===== src/rtl/biquad_sequencer.sv =====
`default_nettype none
// ============================================================================
// Module      : biquad_sequencer
// Description : Sequences one biquad sample through an external 16x16
//               accumulating MAC and rescales the Q4.28 sum to a Q2.14 y[n].
//               Define BIQUAD_SAT_EN to clamp out-of-range results.
// Revision    : 1.0 - initial release
// ============================================================================
module biquad_sequencer #(
    parameter int MAC_LAT = 3
) (
    input  logic        clk,
    input  logic        reset,
    input  logic        sample_valid,
    input  logic [15:0] sample_in,
    input  logic [15:0] b0,
    input  logic [15:0] b1,
    input  logic [15:0] b2,
    input  logic [15:0] a1,
    input  logic [15:0] a2,
    output logic        mac_clr_n,
    output logic        mac_ce,
    output logic [15:0] mac_a,
    output logic [15:0] mac_b,
    input  logic [31:0] mac_result,
    output logic [15:0] y_out,
    output logic        y_valid,
    output logic        busy,
    output logic        overrun
);

    typedef enum logic [2:0] {
        S_IDLE    = 3'd0,
        S_CLR     = 3'd1,
        S_MAC     = 3'd2,
        S_DRAIN   = 3'd3,
        S_CAPTURE = 3'd4
    } state_t;

    localparam logic [3:0] C_MAC_LAST   = 4'd4;
    localparam logic [3:0] C_DRAIN_LAST = 4'(MAC_LAT - 1);

    state_t      r_state;
    state_t      w_next;
    logic [3:0]  r_cnt;
    logic [15:0] r_x0, r_x1, r_x2, r_y1, r_y2;
    logic [15:0] r_b0, r_b1, r_b2, r_a1, r_a2;
    logic [15:0] w_neg_a1, w_neg_a2;
    logic [15:0] w_y;

    // Feedback terms are subtracted; -0x8000 is not representable so it pins to 0x7FFF.
    function automatic logic [15:0] sat_neg(input logic [15:0] v);
        return (v == 16'h8000) ? 16'h7FFF : (~v + 16'd1);
    endfunction

    assign w_neg_a1 = sat_neg(r_a1);
    assign w_neg_a2 = sat_neg(r_a2);

`ifdef BIQUAD_SAT_EN
    logic signed [17:0] w_scaled;
    assign w_scaled = 18'($signed(mac_result) >>> 14);
    always_comb begin
        w_y = w_scaled[15:0];
        if (w_scaled > 18'sd32767)
            w_y = 16'h7FFF;
        else if (w_scaled < -18'sd32768)
            w_y = 16'h8000;
    end
`else
    assign w_y = 16'($signed(mac_result) >>> 14);
`endif

    always_ff @(posedge clk or posedge reset) begin
        if (reset)
            r_state <= S_IDLE;
        else
            r_state <= w_next;
    end

    always_comb begin
        w_next    = r_state;
        mac_clr_n = 1'b1;
        mac_ce    = 1'b0;
        mac_a     = 16'd0;
        mac_b     = 16'd0;
        busy      = 1'b1;
        case (r_state)
            S_IDLE: begin
                busy = 1'b0;
                if (sample_valid)
                    w_next = S_CLR;
            end
            S_CLR: begin
                mac_clr_n = 1'b0;
                w_next    = S_MAC;
            end
            S_MAC: begin
                mac_ce = 1'b1;
                case (r_cnt)
                    4'd0:    begin mac_a = r_b0;     mac_b = r_x0; end
                    4'd1:    begin mac_a = r_b1;     mac_b = r_x1; end
                    4'd2:    begin mac_a = r_b2;     mac_b = r_x2; end
                    4'd3:    begin mac_a = w_neg_a1; mac_b = r_y1; end
                    default: begin mac_a = w_neg_a2; mac_b = r_y2; end
                endcase
                if (r_cnt == C_MAC_LAST)
                    w_next = S_DRAIN;
            end
            S_DRAIN: begin
                if (r_cnt == C_DRAIN_LAST)
                    w_next = S_CAPTURE;
            end
            S_CAPTURE: w_next = S_IDLE;
            default:   w_next = S_IDLE;
        endcase
    end

    // r_cnt restarts on every state change, so it indexes both MAC steps and drain cycles.
    always_ff @(posedge clk or posedge reset) begin
        if (reset) begin
            r_cnt     <= 4'd0;
            r_x0      <= 16'd0;
            r_x1      <= 16'd0;
            r_x2      <= 16'd0;
            r_y1      <= 16'd0;
            r_y2      <= 16'd0;
            r_b0      <= 16'd0;
            r_b1      <= 16'd0;
            r_b2      <= 16'd0;
            r_a1      <= 16'd0;
            r_a2      <= 16'd0;
            y_out     <= 16'd0;
            y_valid   <= 1'b0;
            overrun   <= 1'b0;
        end else begin
            r_cnt   <= (w_next != r_state) ? 4'd0 : r_cnt + 4'd1;
            overrun <= sample_valid && (r_state != S_IDLE);
            y_valid <= 1'b0;
            if (r_state == S_IDLE && sample_valid) begin
                r_x0 <= sample_in;
                r_b0 <= b0;
                r_b1 <= b1;
                r_b2 <= b2;
                r_a1 <= a1;
                r_a2 <= a2;
            end
            if (r_state == S_CAPTURE) begin
                y_out   <= w_y;
                y_valid <= 1'b1;
                r_x2    <= r_x1;
                r_x1    <= r_x0;
                r_y2    <= r_y1;
                r_y1    <= w_y;
            end
        end
    end

endmodule
`default_nettype wire


===== config.mk =====
export PLATFORM = sky130hd
export DESIGN_NAME = biquad_sequencer
export DESIGN_NICKNAME = d
export VERILOG_FILES = /design/src/rtl/biquad_sequencer.sv
export SDC_FILE = /design/constraint.sdc
export NUM_CORES = 1
export LEC_CHECK = 0
export BUFFER_PORTS_ARGS = -buffer_cell sky130_fd_sc_hd__buf_4
export CAP_MARGIN = 20
export CORE_MARGIN = 3
export CORE_UTILIZATION = 31
export DETAILED_ROUTE_END_ITERATION = 6
export PLACE_DENSITY = 0.63
export SLEW_MARGIN = 20
export SYNTH_ARGS = -nofsm -noshare
export SYNTH_HDL_FRONTEND = slang
export SYNTH_SLANG_ARGS = --single-unit
export TNS_END_PERCENT = 50

===== constraint.sdc =====
create_clock -name clk -period 10.2 [get_ports clk]
set_input_delay 0 -clock clk [delete_from_list [all_inputs] [get_ports clk]]
set_output_delay 0 -clock clk [all_outputs]
set_load 0.02 [all_outputs]

==> results of run 1 <==
how the worst max path moves through the flow:
stage,startpoint,to,slack [ns],cells after the start
5_1_grt,r_cnt[0]$_DFF_PP0_,mac_a[15],6.49,8
2_1_floorplan,reset,overrun$_DFF_PP0_,5.62,1
3_5_place_dp,r_cnt[0]$_DFF_PP0_,mac_a[15],7.18,8
4_1_cts,r_cnt[0]$_DFF_PP0_,mac_a[15],6.68,8
3_3_place_gp,r_cnt[0]$_DFF_PP0_,mac_a[2],7.22,8
6_report,r_cnt[0]$_DFF_PP0_,mac_a[6],6.68,8
layer usage:
layer	track usage [%]	vias to the layer above	wire length [µm]
met5	0	-	0
met4	4.52	0	400
met3	3.64	25	1160
met2	26.8	185	10900
met1	20.3	3171	9540
li1	-	3011	-
cell families after synthesis:
logic type / count (synthesis) / synth area share [%]
muxes: 158 / 21.9
DFF: 169 / 52.1
xor gates and xnor gates: 12 / 1.29
buffers and inverters: 54 / 3.10
and+or+nand+nor: 123 / 8.75
AOI/OAI and AO/OA: 140 / 12.0
adders and majority gates: 6 / 0.924
cell usage after synthesis (2+ instances only):
| cell type | count | share of area (%) |
|---|---|---|
| sky130_fd_sc_hd__nand3_1 | 9 | 0.55 |
| sky130_fd_sc_hd__nand3b_1 | 3 | 0.28 |
| sky130_fd_sc_hd__a21oi_1 | 9 | 0.55 |
| sky130_fd_sc_hd__a211oi_1 | 7 | 0.65 |
| sky130_fd_sc_hd__nor2_1 | 29 | 1.3 |
| sky130_fd_sc_hd__a31oi_1 | 27 | 2.1 |
| sky130_fd_sc_hd__buf_4 | 9 | 0.83 |
| sky130_fd_sc_hd__buf_2 | 12 | 0.74 |
| sky130_fd_sc_hd__clkbuf_1 | 21 | 0.97 |
| sky130_fd_sc_hd__a22oi_1 | 32 | 3.0 |
| sky130_fd_sc_hd__nor4_4 | 3 | 0.79 |
| sky130_fd_sc_hd__or3_1 | 4 | 0.31 |
| sky130_fd_sc_hd__xor2_1 | 6 | 0.65 |
| sky130_fd_sc_hd__inv_1 | 11 | 0.51 |
| sky130_fd_sc_hd__mux2_2 | 64 | 8.9 |
| sky130_fd_sc_hd__nor3b_1 | 4 | 0.37 |
| sky130_fd_sc_hd__a41oi_1 | 2 | 0.22 |
| sky130_fd_sc_hd__mux2i_1 | 2 | 0.25 |
| sky130_fd_sc_hd__nor3_1 | 7 | 0.43 |
| sky130_fd_sc_hd__nand2b_1 | 3 | 0.23 |
| sky130_fd_sc_hd__nor4_2 | 2 | 0.31 |
| sky130_fd_sc_hd__xnor2_1 | 6 | 0.65 |
| sky130_fd_sc_hd__nand4b_1 | 2 | 0.22 |
| sky130_fd_sc_hd__a222oi_1 | 16 | 2.0 |
| sky130_fd_sc_hd__nand2_1 | 31 | 1.4 |
| sky130_fd_sc_hd__mux2_1 | 92 | 13 |
| sky130_fd_sc_hd__o21ai_1 | 10 | 0.62 |
| sky130_fd_sc_hd__nor2b_1 | 2 | 0.15 |
| sky130_fd_sc_hd__o21ai_0 | 21 | 1.3 |
| sky130_fd_sc_hd__nand4_1 | 2 | 0.15 |
| sky130_fd_sc_hd__dfrtp_1 | 169 | 52 |
| sky130_fd_sc_hd__ha_1 | 6 | 0.92 |
| sky130_fd_sc_hd__o21bai_1 | 2 | 0.18 |
| sky130_fd_sc_hd__o31ai_1 | 2 | 0.18 |
| sky130_fd_sc_hd__nor4_1 | 2 | 0.15 |
| sky130_fd_sc_hd__a221oi_1 | 2 | 0.22 |
| sky130_fd_sc_hd__and2_1 | 7 | 0.54 |
layout make-up:
class                      count  area [µm²]
timing repair buffer         286        2430
clock buffer                  17         425
fill                        2336       14100
clock inverter                15         220
inverter                      11        46.3
multi-input combinational    439        3650
antenna                        1        2.50
sequential                   169        4230
tap                          330         413
per-stage QoR:
stage                     std cells  util [%]  hold WS, ns  worst slack, ns
after CTS                      1267      44.8        0.290             6.68
after global placement         1121      37.8        0.211             7.22
after detailed placement       1121      37.8        0.212             7.18
after floorplan                 662         -        0.117             5.62
final                          1268      44.8        0.295             6.68
after global routing           1268      44.8        0.303             6.49
power groups by stage:
| stage | Sequential (µW) | Combinational [µW] | Clock [µW] |
|---|---|---|---|
| after CTS | 1230 | 1570 | 713 |
| final | 1230 | 1550 | 691 |
| after global placement | 1230 | 1510 | 0 |
| after detailed placement | 1240 | 1530 | 0 |
| after floorplan | 1200 | 978 | 0 |
| after global routing | 1280 | 1700 | 740 |
worst min-delay path, cell delays in order:
cell and delay, ns:
sky130_fd_sc_hd__dlygate4sd3_1 0.53, sky130_fd_sc_hd__buf_4 0.15, sky130_fd_sc_hd__inv_6 0.59
cells in the final DEF, fill, tap and decap left out, types with 3 or more instances in the layout:
| cell | synthesis | final |
|---|---|---|
| sky130_fd_sc_hd__a211oi_1 | 7 | 7 |
| sky130_fd_sc_hd__o21ai_1 | 10 | 10 |
| sky130_fd_sc_hd__a21oi_1 | 9 | 9 |
| sky130_fd_sc_hd__and2_1 | 7 | 7 |
| sky130_fd_sc_hd__clkbuf_16 | 0 | 17 |
| sky130_fd_sc_hd__ha_1 | 6 | 6 |
| sky130_fd_sc_hd__mux2_1 | 92 | 92 |
| sky130_fd_sc_hd__nand3_1 | 9 | 9 |
| sky130_fd_sc_hd__clkinv_8 | 0 | 6 |
| sky130_fd_sc_hd__inv_6 | 0 | 3 |
| sky130_fd_sc_hd__a22oi_1 | 32 | 32 |
| sky130_fd_sc_hd__inv_1 | 11 | 10 |
| sky130_fd_sc_hd__mux2_2 | 64 | 64 |
| sky130_fd_sc_hd__nand3b_1 | 3 | 3 |
| sky130_fd_sc_hd__nor4_4 | 3 | 3 |
| sky130_fd_sc_hd__nand2b_1 | 3 | 3 |
| sky130_fd_sc_hd__dfrtp_1 | 169 | 169 |
| sky130_fd_sc_hd__o21ai_0 | 21 | 21 |
| sky130_fd_sc_hd__inv_8 | 0 | 3 |
| sky130_fd_sc_hd__nor2_1 | 29 | 29 |
| sky130_fd_sc_hd__a222oi_1 | 16 | 16 |
| sky130_fd_sc_hd__nand2_1 | 31 | 31 |
| sky130_fd_sc_hd__nor3b_1 | 4 | 3 |
| sky130_fd_sc_hd__buf_4 | 9 | 172 |
| sky130_fd_sc_hd__xor2_1 | 6 | 6 |
| sky130_fd_sc_hd__or3_1 | 4 | 4 |
| sky130_fd_sc_hd__a31oi_1 | 27 | 27 |
| sky130_fd_sc_hd__xnor2_1 | 6 | 6 |
| sky130_fd_sc_hd__nor3_1 | 7 | 7 |
| sky130_fd_sc_hd__dlygate4sd3_1 | 0 | 114 |
state kept, by name, indices dropped and copies added, names as in the netlist:
register / flops
r_b0: 16
r_x0: 16
r_y1: 16
r_a2: 16
r_b1: 16
r_cnt: 4
r_y2: 16
r_x1: 16
r_a1: 16
r_x2: 16
y_valid: 1
overrun: 1
r_state: 3
r_b2: 16
==> run summary, run 1 <==
Overall power consumption after layout is estimated at 3480 µW. Counting distinct cell types in the post-synthesis netlist gives around 60. The warning count from the yosys run is 0.

At the later pin of the worst-skew pair, clock insertion delay measures 0.44 ns. The number of clock sinks is 169. The H-tree generated during clock tree synthesis spans 4 levels. The worst reg-to-reg path cell count is 4. In this run the mean area of a mapped cell was ~12 µm². The total overflow reported by the global router is 0. The global-route usage over all layers came out at 15.8%. By instance count, the cell type seen most on the critical path is sky130_fd_sc_hd__buf_4. The power density over cell area is about 300 mW/mm². The highest fanout seen on the critical path came out at 19.

The critical path in this run is classified as flip-flop to output port. The tree is rooted in a sky130_fd_sc_hd__clkbuf_16. The slew at the pin closest to its max-slew limit is 1.08 ns.

The placer congestion estimate came out at 0.863. The initial utilization of the core area, before any placement, comes to 31.9%. The analysis attributes to cell leakage a power of 0.00490 µW.

Walking the worst path, the cells encountered are inv_1, ha_1, nor4_1, nand2b_1, buf_4, nor2_1, a211oi_1, buf_4. The worst path uses 34.5% of the clock period. Setup repair after global routing left no endpoint under its margin.

The clock-pin slew on the worst setup and hold paths is about 0.07 ns. Among all flip-flop cells after synthesis, the most frequent one is sky130_fd_sc_hd__dfrtp_1. The number of nets at the end of the flow is roughly 1100. The mean routed wirelength per cell came out at 17.4 µm. The critical path startpoint category is a flip-flop.

The switching power total is 1460 µW. In this design, the stage delay of the slowest critical-path cell is around 0.52 ns. The internal power of the cells came out at 2020 µW. The number of buffers created by CTS came out at 17. The total count of max-transition violations in the final report is 0. The run finished with clean final reports.

After clock tree synthesis, the setup repair step added 0 buffers. The share of power burned in registers is between 30% and 40%. The part of the Yosys area used for sequential elements is 52.1%. The worst hold path belongs to the class input pin to async pin. The global-route wire length before repair came out at 35.9 mm. The first routing iteration left 406 violations. The switching share of power came out at between 40% and 50%. The port buffer count came out at roughly 170. The clock period minus worst slack came out at 3.52 ns. The final number of setup-violating endpoints is 0. The async set or reset register ratio after synthesis came out at 100%. The die width came out at 168 µm.

The tightest slew margin relative to the limit came out at 27.9%. The hold violation count in the final report came out at 0. The cell family contributing the most delay on the critical path is simple AND/OR/NAND/NOR gates.

The number of instances resized during post-cts repair came out at 0. The detailed placer's ending HPWL is around 14 mm. The detail route stage leaves a number of antenna-violating nets equal to 0. The number of rows created at floorplan is 58.

Synthesis produced a netlist with a net count of 799. The count of max-cap constraint violations is 0. The clock share of power is between 10% and 20%. The type of element capturing the critical path is an output port.

Relative to the synthesized area, the layout overhead comes to 40.5%. For this block, the routed nets add up to 22.0 mm of wire. The average vias per placed instance came out at 5.04. The synthesized cell area came out at 0.00812 mm². The critical path data required time is 10.20 ns. The die span in y came out at 168 µm. The core area is 0.0255 mm². Detailed routing inserted a total of 6392 vias. In this run the deepest clock path goes through 2 buffers.

The synthesized design contains 0 enable-type register cells. The number of storage elements in the synthesis netlist came out at 169. The number of design rule violations left after detail routing came out at 0. The worst path buffer plus inverter count is 3. The setup clock skew after layout is 0.0191 ns. The timing-limited maximum frequency came out at 0.284 GHz. The cell area after placement came out at 0.00963 mm². For this design, the slowest cell found on the critical path is sky130_fd_sc_hd__nand2b_1. The initial antenna violation count is 1.

The number of global-route vias before repair is 6729. The post-route netlist has 30.3% of its cells at a drive strength greater than 1. Combinational logic is responsible for 44.7% of the overall power. Summed over all failing endpoints, the final setup total negative slack is 0 ns. The highest ir drop seen on vdd is 0.000292 V. The cell count after synthesis came out at between 600 and 700. The startpoint identified for the worst register-to-register timing path is r_state[0]$_DFF_PP0_. The total die area is 0.0282 mm². The worst path arrival time came out at 3.52 ns. The iteration count of the initial detailed-routing pass is 5. The endpoint of the lowest-slack register-to-register path is r_b2[9]$_DFFE_PP0P_.

The largest net degree at the start of global routing is approximately 100. The CTS tree is done. Setup slack on the worst reg-to-reg path comes out at 7.26 ns. The total I/O pin count is between 150 and 200.

The hold buffer count at cts came out at 114. The final standard cell area without fillers came out at 0.0114 mm².
Note: power is estimated with default switching activity, not from simulation.
==> inputs of run 2 (changes only) <==
==> constraint.sdc (replaced) <==
create_clock -name clk -period 3.7 [get_ports clk]
set_input_delay 0 -clock clk [delete_from_list [all_inputs] [get_ports clk]]
set_output_delay 0 -clock clk [all_outputs]
set_load 0.02 [all_outputs]
==> run summary, run 2 (same netlist as run 1, synthesis figures left out) <==
The internal power of the cells is 5530 µW (was 2020 µW). The clock share of power came out at 19.0% (was 19.9%). The number of global-route vias before repair came out at 6743 (was 6729). The power density over cell area was 837 mW/mm² (was 304 mW/mm²). The clock-pin slew on the worst setup and hold paths came to 0.08 ns (was 0.07 ns).

For this run, the top clock speed supported by timing is 0.299 GHz. The number of fillers in the final layout was 2318 (was 2336). The number of design rule violations left after detail routing came out at 0 (unchanged). The startpoint of the most critical register-to-register path is r_state[0]$_DFF_PP0_ (unchanged). The number of levels the H-tree was split into came out at 4 (unchanged). The core area is 0.0255 mm² (unchanged). The share of layout cells above drive strength 1 came out at 30.8% (was 30.3%). The type of element capturing the critical path is an output port (unchanged). The number of buffers on the longest clock path came out at 2 (unchanged). The switching share of power was 42.5% (was 41.9%). The endpoint of the lowest-slack register-to-register path is r_b1[4]$_DFFE_PP0P_ (was r_b2[9]$_DFFE_PP0P_). The number of buffers created by CTS came out at 17 (unchanged).

The tightest slew margin relative to the limit is 41.0% (was 27.9%). The number of instances resized during post-cts repair is 0 (unchanged). The worst reg-to-reg path cell count came out at 4 (unchanged). The total routed wirelength is 22.6 mm (was 22.0 mm). The die span in y is 168 µm (unchanged). The most common cell after layout, fill and taps aside is sky130_fd_sc_hd__buf_4 (unchanged). The final core utilization is 45.1% (was 44.8%).

The worst path arrival time is 3.34 ns (was 3.52 ns). The final cell count without fillers came out at 1274 (was 1268). The setup clock skew after layout came to 0.00925 ns (was 0.0191 ns). The path category of the worst min-delay check is input pin to async pin (unchanged).

The initial antenna violation count is 0 (was 1). The total count of max-transition violations in the final report was 0 (unchanged). The port buffer count came out at 167 (unchanged). The total I/O pin count came to 184 (unchanged). The multi-input gate area in the final layout came out at 0.00365 mm² (unchanged). The clock period minus worst slack is 3.34 ns.

The CTS tree is done (unchanged). Result of the run: completed (unchanged). The average vias per placed instance is 5.07 (was 5.04).

The post-detailed-route count of antenna-violating nets came to 0 (unchanged). The leakage power came to 0.00494 µW (was 0.00490 µW). The clock network latency to the later pin of the worst-skew pair came out at 0.43 ns (was 0.44 ns).

The hold buffer count at cts came to 114 (unchanged). The global-route usage over all layers came to 15.9% (was 15.8%). The sum of negative setup slack came out at 0 ns (unchanged). The final worst setup slack is 0.359 ns (was 6.68 ns). The hold violation count in the final report came out at 0 (unchanged). The effective utilization at floorplan is 31.9% (unchanged). The total chip power is 9610 µW (was 3480 µW).

The total die area is 0.0282 mm² (unchanged). The combinational share of power was 45.6% (was 44.7%). The detailed placer's ending HPWL is 14.6 mm (was 14.4 mm). The highest ir drop seen on vdd is 0.000873 V (was 0.000292 V). The total inserted antenna cells was 0 (was 1). Most frequent cells in the layout: 175 x sky130_fd_sc_hd__buf_4, 169 x sky130_fd_sc_hd__dfrtp_1, 114 x sky130_fd_sc_hd__dlygate4sd3_1 (was 172 x sky130_fd_sc_hd__buf_4, 169 x sky130_fd_sc_hd__dfrtp_1, 114 x sky130_fd_sc_hd__dlygate4sd3_1). The DRC violation total after the first TritonRoute iteration is 486 (was 406). The iteration count of the initial detailed-routing pass came to 5 (unchanged).

The slew at the pin closest to its max-slew limit is 0.884 ns (was 1.08 ns). The critical path startpoint category was a flip-flop (unchanged). The area overhead of the layout relative to synthesis is 41.4% (was 40.5%).

The global-route wire length before repair is 36.1 mm (was 35.9 mm). The total setup buffers inserted after CTS came out at 0 (unchanged). The largest net degree at the start of global routing is 84 (was 102). Setup repair after global routing missed its margin: no (unchanged). The total overflow reported by the global router came to 0 (unchanged).

The final number of setup-violating endpoints is 0 (unchanged). The number of nets at the end of the flow came out at 1068 (was 1061). The post-placement worst setup slack is 0.835 ns (was 7.18 ns). The post-placement cell count came out at 1127 (was 1121). The placer congestion estimate came to 0.853 (was 0.863).

The critical path data required time came to 3.70 ns (was 10.20 ns). The share of power burned in registers came out at 35.4% (about the same). The mean routed wirelength per cell is 17.7 µm (was 17.4 µm). The area taken by flip-flops and latches is 0.00423 mm² (unchanged). The critical path class is flip-flop to output port (unchanged).

The CTS root buffer is sky130_fd_sc_hd__clkbuf_16 (unchanged). The register-to-register setup slack is 1.26 ns (was 7.26 ns). The number of clock sinks is 169 (unchanged). The count of vias placed by the detailed router is 6463 (was 6392). The number of rows created at floorplan is 58 (unchanged). In the finished design, the share of the clock period the worst path needs comes to 90.3%. The switching power total is 4090 µW (was 1460 µW). The die width came to 168 µm (unchanged).

The count of max-cap constraint violations is 0 (unchanged). The highest fanout seen on the critical path came out at 18 (was 19).
## run 2: power by group through the flow
stage	registers, µW	clock network (µW)	logic, µW
2_1_floorplan	3310	0	2700
3_3_place_gp	3390	0	4230
3_5_place_dp	3430	0	4270
4_1_cts	3390	1880	4380
5_1_grt	3530	1960	4720
6_report	3400	1830	4380
## run 2: worst max-delay path by stage
stage / from / to / slack [ns] / cells past startpoint
floorplan: r_cnt[0]$_DFF_PP0_ / mac_a[2] / 1.47 / 8
global placement: r_cnt[0]$_DFF_PP0_ / mac_b[2] / 0.86 / 8
detailed placement: r_cnt[0]$_DFF_PP0_ / mac_b[11] / 0.84 / 8
CTS: r_cnt[0]$_DFF_PP0_ / mac_b[0] / 0.35 / 8
global route: r_cnt[0]$_DFF_PP0_ / mac_a[1] / 0.08 / 8
finish: r_cnt[0]$_DFF_PP0_ / mac_a[7] / 0.36 / 8
## run 2: per-layer routing
layer  wire [µm]  vias up  GRT usage [%]
li1            -     3020              -
met1       10100     3266           20.6
met2       11200      156           27.3
met3         977       21           3.19
met4         284        0           3.74
met5           0        -              0
## run 2: worst max-delay path, cell delays in order, from the launching register on
cell	delay, ns
sky130_fd_sc_hd__dfrtp_1	0.43
sky130_fd_sc_hd__inv_1	0.10
sky130_fd_sc_hd__ha_1	0.67
sky130_fd_sc_hd__nor4_1	0.19
sky130_fd_sc_hd__nor2_2	0.61
sky130_fd_sc_hd__o21ai_0	0.31
sky130_fd_sc_hd__a31oi_1	0.27
sky130_fd_sc_hd__a211oi_1	0.12
sky130_fd_sc_hd__buf_4	0.21
## run 2: metrics by stage
stage / instance area (µm²) / hold WS [ns]
final: 11500 / 0.0838
after global routing: 11500 / 0.107
after CTS: 11500 / 0.296
after detailed placement: 9710 / 0.217
after global placement: 9710 / 0.209
after floorplan: 8130 / 0.117
## run 2: final cells by class
type / count / share of cell area [%]
Timing Repair Buffer: 293 / 22.1
Clock inverter: 15 / 1.68
Inverter: 11 / 0.392
Sequential cell: 169 / 36.8
Multi-Input combinational cell: 439 / 31.8
Tap cell: 330 / 3.59
Clock buffer: 17 / 3.70
==> inputs of run 3 (changes only) <==
--- a/config.mk
+++ b/config.mk
@@ -9,8 +9,10 @@
 export CAP_MARGIN = 20
 export CORE_MARGIN = 3
 export CORE_UTILIZATION = 31
+export CTS_CLUSTER_SIZE = 40
 export DETAILED_ROUTE_END_ITERATION = 6
 export PLACE_DENSITY = 0.63
+export REMOVE_ABC_BUFFERS = 1
 export SLEW_MARGIN = 20
 export SYNTH_ARGS = -nofsm -noshare
 export SYNTH_HDL_FRONTEND = slang
==> run summary, run 3 (same netlist as run 1, synthesis figures left out) <==
Result of the run: finished with violations (was completed). The checks that failed: design-rule violations. The total I/O pin count came out at 184 (unchanged).

The total count of max-transition violations in the final report came to 0 (unchanged). The kind of cell adding the most delay to the critical path is simple AND/OR/NAND/NOR gates (unchanged). The DRC violation total after the first TritonRoute iteration came out at 438 (was 486). The post-detailed-route count of antenna-violating nets came out at 0 (unchanged).

The critical path class is flip-flop to output port (unchanged). The path category of the worst min-delay check is input pin to async pin (unchanged). The number of buffers on the longest clock path was 2 (unchanged).

The global-route wire length before repair was 37.3 mm (was 36.1 mm). Most frequent cells in the layout: 176 x sky130_fd_sc_hd__buf_4, 169 x sky130_fd_sc_hd__dfrtp_1, 114 x sky130_fd_sc_hd__dlygate4sd3_1 (was 175 x sky130_fd_sc_hd__buf_4, 169 x sky130_fd_sc_hd__dfrtp_1, 114 x sky130_fd_sc_hd__dlygate4sd3_1). The core area came to 0.0255 mm² (unchanged). The die width came out at 168 µm (unchanged). The number of nets at the end of the flow is 1067 (was 1068). The hold violation count in the final report is 0 (unchanged).

The largest net degree at the start of global routing is 90 (was 84). Setup repair after global routing missed its margin: no (unchanged). The initial antenna violation count is 0 (unchanged).

The total chip power is 9680 µW (was 9610 µW). The post-route fraction of the period consumed by the critical path came out at 80.2% (was 90.3%). The total routed wirelength was 23.1 mm (was 22.6 mm). The setup clock skew after layout is 0.0126 ns (was 0.00925 ns).

The critical path startpoint category is a flip-flop (unchanged). The number of instances resized during post-cts repair is 0 (unchanged). The total die area came out at 0.0282 mm² (unchanged).

The number of global-route vias before repair is 6778 (was 6743). The highest ir drop seen on vdd is 0.000615 V (was 0.000873 V). The global-route usage over all layers came to 16.5% (was 15.9%). The hold buffer count at cts is 114 (unchanged). The clock-pin slew on the worst setup and hold paths is 0.07 ns (was 0.08 ns). The final standard cell area without fillers came to 0.0114 mm² (was 0.0115 mm²). The count of vias placed by the detailed router came out at 6476 (was 6463). The type of element capturing the critical path is an output port (unchanged).

The clock network latency to the later pin of the worst-skew pair is 0.44 ns (was 0.43 ns). The slew at the pin closest to its max-slew limit is 0.901 ns (was 0.884 ns). The slowest stage cell on the critical path is sky130_fd_sc_hd__nor4_1 (was sky130_fd_sc_hd__ha_1). The highest fanout seen on the critical path is 16 (was 18). The total inserted antenna cells came to 0 (unchanged). The tightest slew margin relative to the limit came out at 39.9% (was 41.0%).

The mean routed wirelength per cell is 18.2 µm (was 17.7 µm). The critical path data required time is 3.70 ns (about the same). The final number of setup-violating endpoints is 0 (unchanged). The effective utilization at floorplan is 31.9% (unchanged). The die span in y is 168 µm (unchanged). The number of levels the H-tree was split into is 4 (unchanged). The iteration count of the initial detailed-routing pass is 7 (was 5). The placer congestion estimate was 0.863 (was 0.853).

The area overhead of the layout relative to synthesis came out at 40.9% (was 41.4%). The share of layout cells above drive strength 1 is 30.6% (was 30.8%). The timing-limited maximum frequency is 0.337 GHz (was 0.299 GHz). The CTS tree was done (unchanged). The CTS root buffer was sky130_fd_sc_hd__clkbuf_16 (unchanged). The total setup buffers inserted after CTS came out at 0 (unchanged). The port buffer count is 167 (unchanged). The number of buffers created by CTS was 17 (unchanged). The detailed placer's ending HPWL is 15.2 mm (was 14.6 mm). Critical Path, Cell by Cell: ha_1, nor4_1, nand2b_1, buf_4, nand2_1, a31oi_1, buf_4 (was inv_1, ha_1, nor4_1, nor2_2, o21ai_0, a31oi_1, a211oi_1, buf_4).

The most common cell after layout, fill and taps aside is sky130_fd_sc_hd__buf_4 (unchanged). The worst path arrival time is 2.97 ns (was 3.34 ns). The final worst setup slack was 0.734 ns (was 0.359 ns).

The worst path buffer plus inverter count came out at 2 (unchanged). The clock period minus worst slack is 2.97 ns (was 3.34 ns). The final cell count without fillers came out at 1273 (was 1274).

The cell that appears most often on the critical path is sky130_fd_sc_hd__buf_4. The largest stage delay on the critical path was 0.46 ns (was 0.67 ns). The average vias per placed instance is 5.09 (was 5.07). The number of design rule violations left after detail routing is 2 (was 0).

The final core utilization came out at 44.9% (was 45.1%). The post-placement cell count came out at 1127 (unchanged). The cell area after placement is 0.00970 mm² (was 0.00971 mm²). The count of max-cap constraint violations came out at 0 (unchanged). The power density over cell area is 846 mW/mm² (was 837 mW/mm²). The leakage power is 0.00492 µW (was 0.00494 µW).

The number of rows created at floorplan was 58 (unchanged). The post-placement worst setup slack came out at 1.15 ns (was 0.835 ns). The number of clock sinks is 169 (unchanged).

The total overflow reported by the global router came out at 0 (unchanged).
-- run 3: layer usage --
layer,GRT usage (%),part of all wire (%),vias up
li1,-,-,3019
met1,21.9,44,3242
met2,26.8,48,198
met3,4.86,7.3,17
met4,3.70,1.0,0
met5,0,0,-
-- run 3: where the power goes --
group	leakage, µW	internal (µW)	switching, µW	total [µW]
logic	0.00255	1940	2450	4390
registers	0.00208	2680	753	3430
clock network	0.000291	1030	835	1860
total	0.00492	5640	4040	9680
-- run 3: worst paths after layout --
path                       cells after the start  slack, ns              endpoint                  from
max                                            7       0.73              mac_b[6]    r_cnt[0]$_DFF_PP0_
min reg2reg                                    1       0.49  r_b0[12]$_DFFE_PP0P_  r_b0[12]$_DFFE_PP0P_
min in group clk                               3       0.32   r_x0[4]$_DFFE_PP0P_          sample_in[4]
min                                            3       0.24     y_valid$_DFF_PP0_                 reset
max in group asynchronous                      4       2.47   r_b1[3]$_DFFE_PP0P_                 reset
max reg2reg                                    7       1.27    r_cnt[2]$_DFF_PP0_    r_cnt[0]$_DFF_PP0_
-- run 3: stage by stage --
stage	hold WS, ns	TNS, ns
2_1_floorplan	0.117	-294.02
3_3_place_gp	0.216	0
3_5_place_dp	0.219	0
4_1_cts	0.300	0
5_1_grt	0.307	0
6_report	0.238	0
-- run 3: area by class of cell --
cell class | count | area (µm²)
Timing Repair Buffer | 292 | 2500
Fill cell | 2359 | 14000
Clock buffer | 18 | 429
Multi-Input combinational cell | 439 | 3650
Tap cell | 330 | 413
Inverter | 11 | 46.3
Sequential cell | 169 | 4230
Clock inverter | 14 | 178
-- run 3: worst reg2reg max path, delay by kind of cell, from the launching register on --
kind	cells	cell delay, ns
buffers and inverters	2	0.36
DFF	1	0.43
and+or+nand+nor	3	1.02
adders and majority gates	1	0.16
AOI/OAI and AO/OA	1	0.33
